<file path="src/rtl/arb_defs.sv">
// Shared definitions for the icache/dcache AXI3 arbiter.
// Holds the read and write FSM state encodings, the AXI constants used on the
// master port and the requester IDs placed on arid/awid.
package arb_defs;

  // Read FSM states
  localparam logic [1:0] R_IDLE = 2'd0;
  localparam logic [1:0] R_AR   = 2'd1;
  localparam logic [1:0] R_DATA = 2'd2;

  // Write FSM states
  localparam logic [1:0] W_IDLE = 2'd0;
  localparam logic [1:0] W_AW   = 2'd1;
  localparam logic [1:0] W_DATA = 2'd2;
  localparam logic [1:0] W_RESP = 2'd3;

  // AXI constants
  localparam logic [1:0] BURST_INCR = 2'b01;
  localparam logic [2:0] SIZE_WORD  = 3'b010;
  localparam logic [3:0] STRB_FULL  = 4'hf;

  // Requester IDs
  localparam logic [3:0] ID_ICACHE = 4'd0;
  localparam logic [3:0] ID_DCACHE = 4'd1;

endpackage

</file>
<file path="src/rtl/axi_wr_engine.sv">
// AXI3 write engine for dcache write-backs and uncached single writes.
// Accepts one write in W_IDLE, latches address/size/strobes and the whole
// line, then issues AW, the W beats (word 0 first) and waits for B.
// Ports:
//   clk, reset            clock, synchronous active-high reset
//   wr_req/type/size/addr/strb/data   dcache write request fields
//   wr_rdy                request accepted this cycle
//   wr_done               one-cycle pulse on the B handshake
//   busy                  engine holds an outstanding write
//   aw*/w*/b*             AXI3 write channels (IDs are driven by the top)
module axi_wr_engine
  import arb_defs::*;
#(
  parameter int LINE_WORDS = 4
) (
  input  logic                    clk,
  input  logic                    reset,
  input  logic                    wr_req,
  input  logic                    wr_type,
  input  logic [2:0]              wr_size,
  input  logic [31:0]             wr_addr,
  input  logic [3:0]              wr_strb,
  input  logic [32*LINE_WORDS-1:0] wr_data,
  output logic                    wr_rdy,
  output logic                    wr_done,
  output logic                    busy,
  output logic [31:0]             awaddr,
  output logic [7:0]              awlen,
  output logic [2:0]              awsize,
  output logic [1:0]              awburst,
  output logic                    awvalid,
  input  logic                    awready,
  output logic [31:0]             wdata,
  output logic [3:0]              wstrb,
  output logic                    wlast,
  output logic                    wvalid,
  input  logic                    wready,
  input  logic                    bvalid,
  output logic                    bready
);

  localparam int CNT_W = (LINE_WORDS > 1) ? $clog2(LINE_WORDS) : 1;

  logic [1:0]       state;
  logic [CNT_W-1:0] cnt;
  logic [31:0]      addr_q;
  logic [7:0]       len_q;
  logic [2:0]       size_q;
  logic [3:0]       strb_q;
  logic [31:0]      line_q [LINE_WORDS];
  logic             last_beat;

  assign last_beat = (8'(cnt) == len_q);

  // Control: state and beat counter
  always_ff @(posedge clk) begin
    if (reset) begin
      state <= W_IDLE;
      cnt   <= '0;
    end else begin
      case (state)
        W_IDLE: if (wr_req) state <= W_AW;
        W_AW:   if (awready) state <= W_DATA;
        W_DATA: begin
          if (wready) begin
            if (last_beat) begin
              state <= W_RESP;
              cnt   <= '0;
            end else begin
              cnt <= cnt + 1'b1;
            end
          end
        end
        W_RESP: if (bvalid) state <= W_IDLE;
        default: state <= W_IDLE;
      endcase
    end
  end

  // Data: request fields and line buffer, captured on acceptance
  always_ff @(posedge clk) begin
    if (state == W_IDLE && wr_req) begin
      addr_q <= wr_addr;
      len_q  <= wr_type ? 8'(LINE_WORDS - 1) : 8'd0;
      size_q <= wr_type ? SIZE_WORD : wr_size;
      strb_q <= wr_type ? STRB_FULL : wr_strb;
      for (int i = 0; i < LINE_WORDS; i++) begin
        line_q[i] <= wr_data[32*i +: 32];
      end
    end
  end

  // rdy/done are forced low while reset is held so nothing is accepted or
  // completed during an abandoned transfer.
  assign wr_rdy  = (state == W_IDLE) & ~reset;
  assign wr_done = (state == W_RESP) & bvalid & ~reset;
  assign busy    = (state != W_IDLE);

  assign awaddr  = addr_q;
  assign awlen   = len_q;
  assign awsize  = size_q;
  assign awburst = BURST_INCR;
  assign awvalid = (state == W_AW);

  assign wvalid  = (state == W_DATA);
  assign wdata   = line_q[cnt];
  assign wstrb   = strb_q;
  assign wlast   = wvalid & last_beat;

  assign bready  = (state == W_RESP);

endmodule

</file>
<file path="src/rtl/mem_axi_arbiter.sv">
// Shares one AXI3 master port between icache refills and dcache traffic.
// Reads: one outstanding, fixed priority dcache over icache; a dcache read
// whose line matches an outstanding write is held until that write completes.
// Writes: delegated to axi_wr_engine, running concurrently with reads.
// Ports:
//   clk, reset               clock, synchronous active-high reset
//   icache_rd_*/icache_ret_* icache line-read request and return beats
//   dcache_rd_*/dcache_ret_* dcache read request and return beats
//   dcache_wr_*              dcache write request, accept and completion
//   ar*/r*/aw*/w*/b*         AXI3 master port
//   perf_*                   optional counters, present with ARB_PERF_EN
// Optional feature macro: ARB_PERF_EN.
module mem_axi_arbiter
  import arb_defs::*;
#(
  parameter int LINE_WORDS = 4,
  parameter int OFFS_W     = 4
) (
  input  logic                     clk,
  input  logic                     reset,
  input  logic                     icache_rd_req,
  input  logic [31:0]              icache_rd_addr,
  output logic                     icache_rd_rdy,
  output logic                     icache_ret_valid,
  output logic                     icache_ret_last,
  output logic [31:0]              icache_ret_data,
  input  logic                     dcache_rd_req,
  input  logic                     dcache_rd_type,
  input  logic [2:0]               dcache_rd_size,
  input  logic [31:0]              dcache_rd_addr,
  output logic                     dcache_rd_rdy,
  output logic                     dcache_ret_valid,
  output logic                     dcache_ret_last,
  output logic [31:0]              dcache_ret_data,
  input  logic                     dcache_wr_req,
  input  logic                     dcache_wr_type,
  input  logic [2:0]               dcache_wr_size,
  input  logic [31:0]              dcache_wr_addr,
  input  logic [3:0]               dcache_wr_strb,
  input  logic [32*LINE_WORDS-1:0] dcache_wr_data,
  output logic                     dcache_wr_rdy,
  output logic                     dcache_wr_done,
  output logic [3:0]               arid,
  output logic [31:0]              araddr,
  output logic [7:0]               arlen,
  output logic [2:0]               arsize,
  output logic [1:0]               arburst,
  output logic                     arvalid,
  input  logic                     arready,
  input  logic [3:0]               rid,
  input  logic [31:0]              rdata,
  input  logic                     rlast,
  input  logic                     rvalid,
  output logic                     rready,
  output logic [3:0]               awid,
  output logic [31:0]              awaddr,
  output logic [7:0]               awlen,
  output logic [2:0]               awsize,
  output logic [1:0]               awburst,
  output logic                     awvalid,
  input  logic                     awready,
  output logic [3:0]               wid,
  output logic [31:0]              wdata,
  output logic [3:0]               wstrb,
  output logic                     wlast,
  output logic                     wvalid,
  input  logic                     wready,
  input  logic                     bvalid,
  output logic                     bready
`ifdef ARB_PERF_EN
  ,
  output logic [31:0]              perf_icache_wait,
  output logic [31:0]              perf_dcache_wait,
  output logic [31:0]              perf_rd_cnt
`endif
);

  logic [1:0]  r_state;
  logic        rd_is_d;
  logic [31:0] ar_addr_q;
  logic [7:0]  arlen_q;
  logic [2:0]  arsize_q;
  logic        wr_busy;
  logic        conflict;
  logic        grant;
  logic        d_single;
  logic        unused;

  // Read responses are routed by the latched requester, so rid is not needed.
  assign unused = ^rid;

  // The compare uses the registered write state: a read arriving in the cycle
  // of dcache_wr_done is still blocked and is granted one cycle later.
  assign conflict = wr_busy & (dcache_rd_addr[31:OFFS_W] == awaddr[31:OFFS_W]);

  assign dcache_rd_rdy = (r_state == R_IDLE) & ~reset & dcache_rd_req & ~conflict;
  assign icache_rd_rdy = (r_state == R_IDLE) & ~reset & icache_rd_req & ~dcache_rd_rdy;
  assign grant         = dcache_rd_rdy | icache_rd_rdy;
  assign d_single      = dcache_rd_rdy & ~dcache_rd_type;

  // Control: read FSM
  always_ff @(posedge clk) begin
    if (reset) begin
      r_state <= R_IDLE;
    end else begin
      case (r_state)
        R_IDLE: if (grant) r_state <= R_AR;
        R_AR:   if (arready) r_state <= R_DATA;
        R_DATA: if (rvalid && rlast) r_state <= R_IDLE;
        default: r_state <= R_IDLE;
      endcase
    end
  end

  // Data: AR fields and requester, captured on grant
  always_ff @(posedge clk) begin
    if (grant) begin
      rd_is_d   <= dcache_rd_rdy;
      ar_addr_q <= dcache_rd_rdy ? dcache_rd_addr : icache_rd_addr;
      arlen_q   <= d_single ? 8'd0 : 8'(LINE_WORDS - 1);
      arsize_q  <= d_single ? dcache_rd_size : SIZE_WORD;
    end
  end

  assign arid    = rd_is_d ? ID_DCACHE : ID_ICACHE;
  assign araddr  = ar_addr_q;
  assign arlen   = arlen_q;
  assign arsize  = arsize_q;
  assign arburst = BURST_INCR;
  assign arvalid = (r_state == R_AR);
  assign rready  = (r_state == R_DATA);

  assign icache_ret_valid = rready & rvalid & ~rd_is_d;
  assign icache_ret_last  = rlast;
  assign icache_ret_data  = rdata;
  assign dcache_ret_valid = rready & rvalid & rd_is_d;
  assign dcache_ret_last  = rlast;
  assign dcache_ret_data  = rdata;

  assign awid = ID_DCACHE;
  assign wid  = ID_DCACHE;

  axi_wr_engine #(
    .LINE_WORDS (LINE_WORDS)
  ) u_wr (
    .clk     (clk),
    .reset   (reset),
    .wr_req  (dcache_wr_req),
    .wr_type (dcache_wr_type),
    .wr_size (dcache_wr_size),
    .wr_addr (dcache_wr_addr),
    .wr_strb (dcache_wr_strb),
    .wr_data (dcache_wr_data),
    .wr_rdy  (dcache_wr_rdy),
    .wr_done (dcache_wr_done),
    .busy    (wr_busy),
    .awaddr  (awaddr),
    .awlen   (awlen),
    .awsize  (awsize),
    .awburst (awburst),
    .awvalid (awvalid),
    .awready (awready),
    .wdata   (wdata),
    .wstrb   (wstrb),
    .wlast   (wlast),
    .wvalid  (wvalid),
    .wready  (wready),
    .bvalid  (bvalid),
    .bready  (bready)
  );

`ifdef ARB_PERF_EN
  // Control: performance counters, wrapping at 2^32
  always_ff @(posedge clk) begin
    if (reset) begin
      perf_icache_wait <= '0;
      perf_dcache_wait <= '0;
      perf_rd_cnt      <= '0;
    end else begin
      if (icache_rd_req && !icache_rd_rdy) perf_icache_wait <= perf_icache_wait + 32'd1;
      if (dcache_rd_req && !dcache_rd_rdy) perf_dcache_wait <= perf_dcache_wait + 32'd1;
      if (arvalid && arready)              perf_rd_cnt      <= perf_rd_cnt + 32'd1;
    end
  end
`endif

endmodule

</file>
<file path="config.mk">
export PLATFORM = sky130hd
export DESIGN_NAME = mem_axi_arbiter
export DESIGN_NICKNAME = d
export VERILOG_FILES = /design/src/rtl/arb_defs.sv /design/src/rtl/axi_wr_engine.sv /design/src/rtl/mem_axi_arbiter.sv
export SDC_FILE = /design/constraint.sdc
export NUM_CORES = 1
export LEC_CHECK = 0
export ABC_AREA = 1
export BUFFER_PORTS_ARGS = -buffer_cell sky130_fd_sc_hd__clkbuf_2
export CAP_MARGIN = 5
export CORE_AREA = 2 2 196 198
export CTS_CLUSTER_SIZE = 28
export DETAILED_ROUTE_END_ITERATION = 8
export DIE_AREA = 0 0 198 200
export PLACE_DENSITY = 0.56
export SLEW_MARGIN = 20
export SYNTH_ARGS = -nofsm -noshare
export SYNTH_HDL_FRONTEND = slang
export SYNTH_SLANG_ARGS = --single-unit
</file>
<file path="constraint.sdc">
create_clock -name clk -period 6.5 [get_ports clk]
set_input_delay 1.3 -clock clk [delete_from_list [all_inputs] [get_ports clk]]
set_output_delay 1.3 -clock clk [all_outputs]
set_load 0.02 [all_outputs]
</file>
Word-level counts from Yosys, hierarchy flattened
Memory sizes are Yosys's and may differ from the RTL's. A register that Yosys moved wholly into a read port is not among the register bits.
Cells that the tools add are included.
{"block": "word_totals", "reg_bits": 97, "ram_bits": 128, "inputBits": 283, "output_inout_bits": 216, "wordCells": 75, "mem_count": 1}
{"memory": "u_wr.line_q", "words": 4, "width": 32, "rd": 1, "rd_clocked_by_memory_dff": 1, "wr": 4, "line_no": "axi_wr_engine.sv:50", "source": "logic [31:0] line_q [LINE_WORDS];"}
{"block": "op_classes", "add_sub_neg": 1, "n_eq_ne": 15, "n_mux": 19, "bitwise_logic": 20, "reduce_logical": 8}
{"operator": "32-bit two-way mux", "n": 1}
{"operator": "28-bit == test", "n": 1}
{"operator": "2-bit two-way mux", "n": 13}
{"operator": "1-bit bitwise AND", "n": 14}
{"operator": "2-bit != test, second input constant", "n": 5}
{"operator": "2-bit by 8-bit == test with 1-bit output", "n": 1}
{"operator": "2-bit one-hot mux with 4 select lines", "n": 1}
{"operator": "2-bit == test, second input constant", "n": 3}
{"operator": "2-bit by 1-bit != test with 1-bit output, second input constant", "n": 3}
{"operator": "2-bit one-hot mux with 3 select lines", "n": 1}
{"operator": "1-bit inverter", "n": 5}
{"operator": "5-bit AND reduction", "n": 1}
{"operator": "2-bit by 1-bit == test with 1-bit output, second input constant", "n": 2}
{"operator": "2-bit zero test", "n": 2}
{"operator": "1-bit two-way mux", "n": 3}
{"operator": "3-bit AND reduction", "n": 1}
{"operator": "2-bit by 1-bit adder with 2-bit output, second input constant", "n": 1}
{"operator": "1-bit logical AND", "n": 2}
{"operator": "2-bit AND reduction", "n": 1}
{"operator": "2-bit nonzero test", "n": 1}
{"operator": "1-bit bitwise OR", "n": 1}

Longest topological paths before layout
Gate-level depths: netlist (run 1).
{"block": "logic_depth", "depth_word": 9, "mapped_depth": 14, "depth_no_buf": 13}

Cells and area by module
Synthesis (run 1) repeated with hierarchy kept, for this count alone.
{"block": "hier_totals", "hier_cells": 828, "area_unflattened_um2": 9459.1}
{"module": "axi_wr_engine", "n_inst": 1, "cells_each": 427, "area_per_inst_um2": 6471.2, "seq_area_each_um2": 5165.0}
{"module": "mem_axi_arbiter", "n_inst": 1, "cells_each": 401, "area_per_inst_um2": 2987.9, "seq_area_each_um2": 1151.1}

Worst setup path before layout (run 1)
Ideal clock, no wire load.
{"block": "synth_timing", "path_type": "input to register", "startpoint": "input port dcache_wr_req", "endpoint": "register u_wr.addr_q[0] (netlist: u_wr.awaddr[0]), enable pin", "setup_time_ns": 0.520, "arrival_time_ns": 4.582, "t_required_ns": 5.980, "slack_ns": 1.398, "stages": 2, "path_buffers": 0, "cell_sequence": "nand2_1 inv_1"}
{"block": "synth_between", "elab_chain_cells": 1}
{"item": "from (decl)", "line_no": "mem_axi_arbiter.sv:35", "source": "input logic dcache_wr_req,"}
{"item": "1-bit logical AND", "line_no": "axi_wr_engine.sv:82", "source": "if (state == W_IDLE && wr_req) begin"}
{"item": "to (signal assigned)", "line_no": "axi_wr_engine.sv:83", "source": "addr_q <= wr_addr;"}
{"item": "to (decl)", "line_no": "axi_wr_engine.sv:46", "source": "logic [31:0] addr_q;"}
Every way passes these cells.
A chain may end at the register's enable or synchronous reset.

Final worst setup path (run 1)
{"block": "layout_timing", "startpoint": "input port dcache_rd_addr[18]", "endpoint": "output port icache_rd_rdy"}
{"block": "layout_between", "elab_chain_cells": 6}
{"item": "from (decl)", "line_no": "mem_axi_arbiter.sv:30", "source": "input logic [31:0] dcache_rd_addr,"}
{"item": "28-bit == test", "line_no": "mem_axi_arbiter.sv:94", "source": "assign conflict = wr_busy & (dcache_rd_addr[31:OFFS_W] == awaddr[31:OFFS_W]);"}
{"item": "1-bit bitwise AND", "line_no": "mem_axi_arbiter.sv:94"}
{"item": "1-bit inverter", "line_no": "mem_axi_arbiter.sv:96", "source": "assign dcache_rd_rdy = (r_state == R_IDLE) & ~reset & dcache_rd_req & ~conflict;"}
{"item": "1-bit bitwise AND", "line_no": "mem_axi_arbiter.sv:96"}
{"item": "1-bit inverter", "line_no": "mem_axi_arbiter.sv:97", "source": "assign icache_rd_rdy = (r_state == R_IDLE) & ~reset & icache_rd_req & ~dcache_rd_rdy;"}
{"item": "1-bit bitwise AND", "line_no": "mem_axi_arbiter.sv:97"}
{"item": "to (decl)", "line_no": "mem_axi_arbiter.sv:23", "source": "output logic icache_rd_rdy,"}
Every way passes these cells.

==> out/results.ini, run 1 <==
[clock_tree]
post_cts_buffers=0
cts_inserted_buffers=26
clk_path_buf_depth=3
cts_tree=yes
clk_pin_slew_ns=0.06
clk_latency_ns=0.54
cts_max_level=1
clockRootBuffer=clkbuf_16
ctsResizeCount=0
clock-sinks=213
cts_hold_buf=0

[die]
chipHeight_um=200
core_um2=37400
rows=71
initial_core_util=0.246
dieArea_um2=39600
chipWidth_um=198
pin_count=499

[worst_setup_path]
worstSetupStartpoint=dcache_rd_addr[18]
cpMostUsedCell=nand2_1
crit_path_max_incr_delay_ns=0.27
slowest_stage=nor2_1
path_delay_family=simple AND/OR/NAND/NOR gates
end_kind=primary output
crit_chain=clkbuf_2 -> xnor2_1 -> nand2_1 -> nor2_1 -> nand2_1 -> nor2_1 -> nand2_1 -> nand2_4 -> inv_2 -> nor2_2 -> clkbuf_2
startpoint_type=input pin
cp_num_buf_inv=3
r2r_start=u_wr.awaddr[25]
required_ns=5.20
cp.arrival_ns=2.88
crit_type=in -> out
crit_fanout=21

[finish]
area_growth_syn_to_layout_pct=28.5
nets=1372
drive_gt1_frac=0.392
final_area_um2=11800
insertedDiodeCount=0
layout_commonest_cell=clkbuf_2
mostFrequentLayoutCells=clkbuf_2, edfxtp_1, nand2_1, nor2_1, o21ai_0
utilization=0.316

[grt]
grt_overflow=0
grt_first_pass_wirelength_um=40500
grt_max_degree=110
grt.total_usage=0.140
first_global_vias=6579
antenna_found_initial=1

[power]
powerDensity_nw_per_um2=368
ir_drop_mv=0.253
p_leak_nw=5.17

[routing]
wl_per_cell_um=18.2
ant_nets=0
avgViaCountPerCell=4.14
drc=0
first_pass_iters=4
finalWirelength_um=29400
vias=6684
drt_iter0_markers=215

[timing]
slew_headroom=0.361
rsz0062_at_grt=false
finalClockSkew_ns=0.0202
slew_violations=0
setup_viol=0
tightestPinTransition_ns=0.955
hold_ws_ns=0.509
period_needed_ns=4.18
hold_violations=0
period_share=0.643
timing.fmax_mhz=239
layout_setup_ws_ns=2.32
fin_tns_setup_ns=0

[yosys]
seq_area_frac_synth=0.686
avgSynthCellArea_um2=11.9
synth_top_area_share=0.669
synth_ff_type=edfxtp_1
synth_cell_type_count=31
synth_seq_cells=213
synthCells=776
ys_top_cells_by_area=edfxtp_1, buf_4, nand2_1
syn_area_um2=9210
yosysTopAreaCell=edfxtp_1
synth_edf_count=205
yosysWarnings=0
synth-async-reset-ratio=0

[job]
drv_cap=0

[place]
port_buffers=371
hpwl_um=22500
placed_cell_area_um2=11000
place_congestion=0.902
pre_cts_slack_ns=2.32

[min_path]
holdCritStartpoint=u_wr.cnt[1]
hold_class=reg -> reg

[run_status]
status=complete, no violations

## through the flow
| stage | power (W) | instances |
|---|---|---|
| finish | 0.00435 | 1614 |
| global route | 0.00457 | 1614 |
| floorplan | 0.00264 | 801 |
| global placement | 0.00295 | 1567 |
| detailed placement | 0.00297 | 1567 |
| CTS | 0.00442 | 1614 |
## kinds of logic (layout without fill, tap and decap cells)
group,Yosys count,count (layout),synth area share
AND/OR/NAND/NOR,235,235,0.102
flip-flops,213,213,0.686
buffers and inverters,183,485,0.119
AO/OA/AOI/OAI,127,127,0.0742
XOR/XNOR,11,11,0.0105
adder cells (fa/ha/maj),5,5,0.00680
other,2,27,0.000816
## where the power goes
| group | total (W) | internal, W | switching, W |
|---|---|---|---|
| sequential | 0.00196 | 0.00186 | 0.000107 |
| clock | 0.00144 | 0.000851 | 0.000585 |
| combinational | 0.000952 | 0.000275 | 0.000677 |
| total | 0.00435 | 0.00298 | 0.00137 |
## layer usage
metal | vias to the layer above | GRT usage | share of wire | wire (um)
met5 | - | 0.00494 | 0 | 0
li1 | 3148 | - | - | -
met3 | 44 | 0.0501 | 0.097 | 2850
met2 | 387 | 0.256 | 0.51 | 14900
met1 | 3105 | 0.149 | 0.36 | 10600
met4 | 0 | 0.0529 | 0.033 | 983
## Yosys cell counts (3+ instances only)
cell and instances:
a21oi_1 6, buf_4 97, buf_6 6, clkbuf_1 16, dfxtp_1 8, edfxtp_1 205
ha_1 5, inv_1 58, nand2_1 130, nand3_1 4, nor2_1 85, nor2_2 3
o21ai_0 72, o21ai_1 13, o22ai_1 34, or2_2 5, xnor2_1 8, xor2_1 3
## state kept, by name (all words and copies together), names as in the netlist, 2 cells and up, named ones only
signal	count
u_wr.cnt	2
u_wr.line_q	128
u_wr.awsize	3
arsize	3
u_wr.wstrb	4
u_wr.awaddr	32
r_state	2
araddr	32
u_wr.state	2
## final timing paths
check | cells after the start | to | slack, ns
hold / removal | 1 | u_wr.cnt[1] | 0.51
hold reg to reg | 1 | u_wr.cnt[1] | 0.51
setup reg to reg | 12 | araddr[17] | 3.33
setup / recovery | 11 | icache_rd_rdy | 2.32
## layout make-up
cell class              instances  area (um^2)
inverters                      61          234
clock inverters                17          173
flip-flops and latches        213         6320
clock buffers                  30          666
well taps                     511          639
fillers                      3831        25600
multi-input cells             405         1890
repair buffers                377         1910
Power figures use the tool's default switching activity.
==> run 2, diff against run 1 <==
--- a/config.mk
+++ b/config.mk
@@ -8,11 +8,11 @@
 export ABC_AREA = 1
 export BUFFER_PORTS_ARGS = -buffer_cell sky130_fd_sc_hd__clkbuf_2
 export CAP_MARGIN = 5
-export CORE_AREA = 2 2 196 198
+export CORE_AREA = 2 2 193 195
 export CTS_CLUSTER_SIZE = 28
 export DETAILED_ROUTE_END_ITERATION = 8
-export DIE_AREA = 0 0 198 200
-export PLACE_DENSITY = 0.56
+export DIE_AREA = 0 0 195 197
+export PLACE_DENSITY = 0.59
 export SLEW_MARGIN = 20
 export SYNTH_ARGS = -nofsm -noshare
 export SYNTH_HDL_FRONTEND = slang
==> constraint.sdc (replaced) <==
create_clock -name clk -period 3.5 [get_ports clk]
set_input_delay 0.7 -clock clk [delete_from_list [all_inputs] [get_ports clk]]
set_output_delay 0.7 -clock clk [all_outputs]
set_load 0.02 [all_outputs]
==> run 2 against run 1 <==
Die area decreased by 3.0%. Clock skew decreased by 0.013 ns. Critical path depth decreased by 6.
==> out/results.ini, run 2 (synthesis results as in run 1) <==
[run_status]
status=complete, no violations

[routing]
ant_nets=0  ; unchanged
first_pass_iters=4  ; unchanged
avgViaCountPerCell=4.22  ; +2.0%
finalWirelength_um=28300  ; -4.0%
drc=0  ; unchanged
drt_iter0_markers=231  ; +7.4%
vias=6637  ; -0.70%
wl_per_cell_um=18.0  ; -1.3%

[die]
pin_count=499  ; unchanged
chipHeight_um=197  ; -1.5%
rows=70  ; -1.4%
dieArea_um2=38400  ; -3.0%
initial_core_util=0.254  ; +0.00774
chipWidth_um=195  ; -1.5%
core_um2=36300  ; -3.0%

[finish]
largest_reg_flops=128  ; unchanged
insertedDiodeCount=0  ; unchanged
largest_register=u_wr.line_q
drive_gt1_frac=0.393  ; +0.000907
area_growth_syn_to_layout_pct=28.1
layout_commonest_cell=clkbuf_2
nets=1374  ; +0.15%
mostFrequentLayoutCells=clkbuf_2, edfxtp_1, nand2_1, nor2_1, o21ai_0

[power]
swShare=0.307  ; -0.00782
p_leak_nw=5.17  ; about the same
powerDensity_nw_per_um2=673  ; +83%
power.switching_w=0.00243  ; +78%
combinationalPowerShare=0.226  ; +0.007
clkPwrFrac=0.315  ; -0.015
p_seq_frac=0.458  ; +0.007
ir_drop_mv=0.407  ; +61%
intPower_w=0.00550  ; +84%

[timing]
tightestPinTransition_ns=0.930  ; -0.0249 ns
hold_violations=0  ; unchanged
slew_headroom=0.376  ; +0.0150
period_needed_ns=3.29
slew_violations=0  ; unchanged
setup_viol=0  ; unchanged
layout_setup_ws_ns=0.210  ; -2.11 ns
fin_tns_setup_ns=0  ; unchanged
hold_ws_ns=0.349  ; -0.160 ns
finalClockSkew_ns=0.00701  ; -0.0132 ns
rsz0062_at_grt=false
period_share=0.940
timing.fmax_mhz=304

[place]
hpwl_um=22400  ; -0.70%
port_buffers=371  ; unchanged
place_congestion=0.905  ; +0.41%
pre_cts_slack_ns=0.644  ; -1.68 ns

[worst_setup_path]
crit_fanout=32  ; +52%
crit_type=reg -> out
startpoint_type=flip-flop
cp.arrival_ns=2.59  ; -0.29 ns
required_ns=2.80  ; -2.40 ns
end_kind=primary output

[job]
drv_cap=0  ; unchanged

[clock_tree]
clk_latency_ns=0.52  ; -0.02 ns
cts_max_level=1  ; unchanged
cts_inserted_buffers=24  ; -7.7%
cts_hold_buf=0  ; unchanged
clk_path_buf_depth=3  ; unchanged
ctsResizeCount=0  ; unchanged
cts_tree=yes
clockRootBuffer=clkbuf_16
clk_pin_slew_ns=0.06  ; about the same
clock-sinks=213  ; unchanged
post_cts_buffers=0  ; unchanged

[grt]
grt.total_usage=0.141  ; +0.000926
first_global_vias=6605  ; +0.40%
grt-busiest-layer=met2
met1_usage=0.147  ; -0.00174
antenna_found_initial=1  ; unchanged
grt_max_degree=75  ; -32%
grt_overflow=0  ; unchanged
grt_use_met3=0.0500  ; -0.000101
globalRouteMet2Util=0.262  ; +0.00617
grt_first_pass_wirelength_um=40400  ; -0.24%

[min_path]
hold_class=in -> reg

## run 2: cell type report
type	count	area, um^2
clock buffers	27	633
clock inverters	16	151
fillers	3699	24500
inverters	61	233
multi-input cells	405	1910
flip-flops and latches	213	6320
well taps	468	586
repair buffers	381	1970
## run 2: path summary, 6_finish.rpt
| kind | startpoint | to | slack [ns] | depth (start not counted) |
|---|---|---|---|---|
| max | flip-flop | wdata[3] | 0.21 | 5 |
| min reg2reg | u_wr.cnt[1] | u_wr.cnt[1] | 0.50 | 1 |
| min | dcache_wr_addr[30] | u_wr.awaddr[30] | 0.35 | 1 |
| max reg2reg | u_wr.state[0] | araddr[13] | 0.89 | 12 |
## run 2: worst max-delay path: stages (launching register included)
cell and delay, ns:
dfxtp_2 0.33, clkinv_1 0.71, buf_12 0.46, o21ai_0 0.23
o22ai_1 0.13, clkbuf_2 0.18
## run 2: metrics by stage
stage / power (W) / cell area (um^2) / utilization / instances
2_1_floorplan: 0.00490 / 9320 / - / 801
3_3_place_gp: 0.00549 / 11000 / 0.304 / 1528
3_5_place_dp: 0.00553 / 11000 / 0.304 / 1528
4_1_cts: 0.00805 / 11800 / 0.325 / 1571
5_1_grt: 0.00833 / 11800 / 0.325 / 1571
6_report: 0.00794 / 11800 / 0.325 / 1571
## run 2: metal layers
layer	up-vias	wire, um
met5	-	0
met4	0	824
met3	48	2790
met2	402	14600
met1	3045	10000
li1	3142	-
## run 2: power groups by stage
stage               registers [W]  logic (W)  clock network [W]
global placement          0.00368    0.00181                  0
CTS                       0.00364    0.00184            0.00257
global route              0.00368    0.00198            0.00268
floorplan                 0.00385    0.00105                  0
detailed placement        0.00369    0.00183                  0
finish                    0.00364    0.00180            0.00250
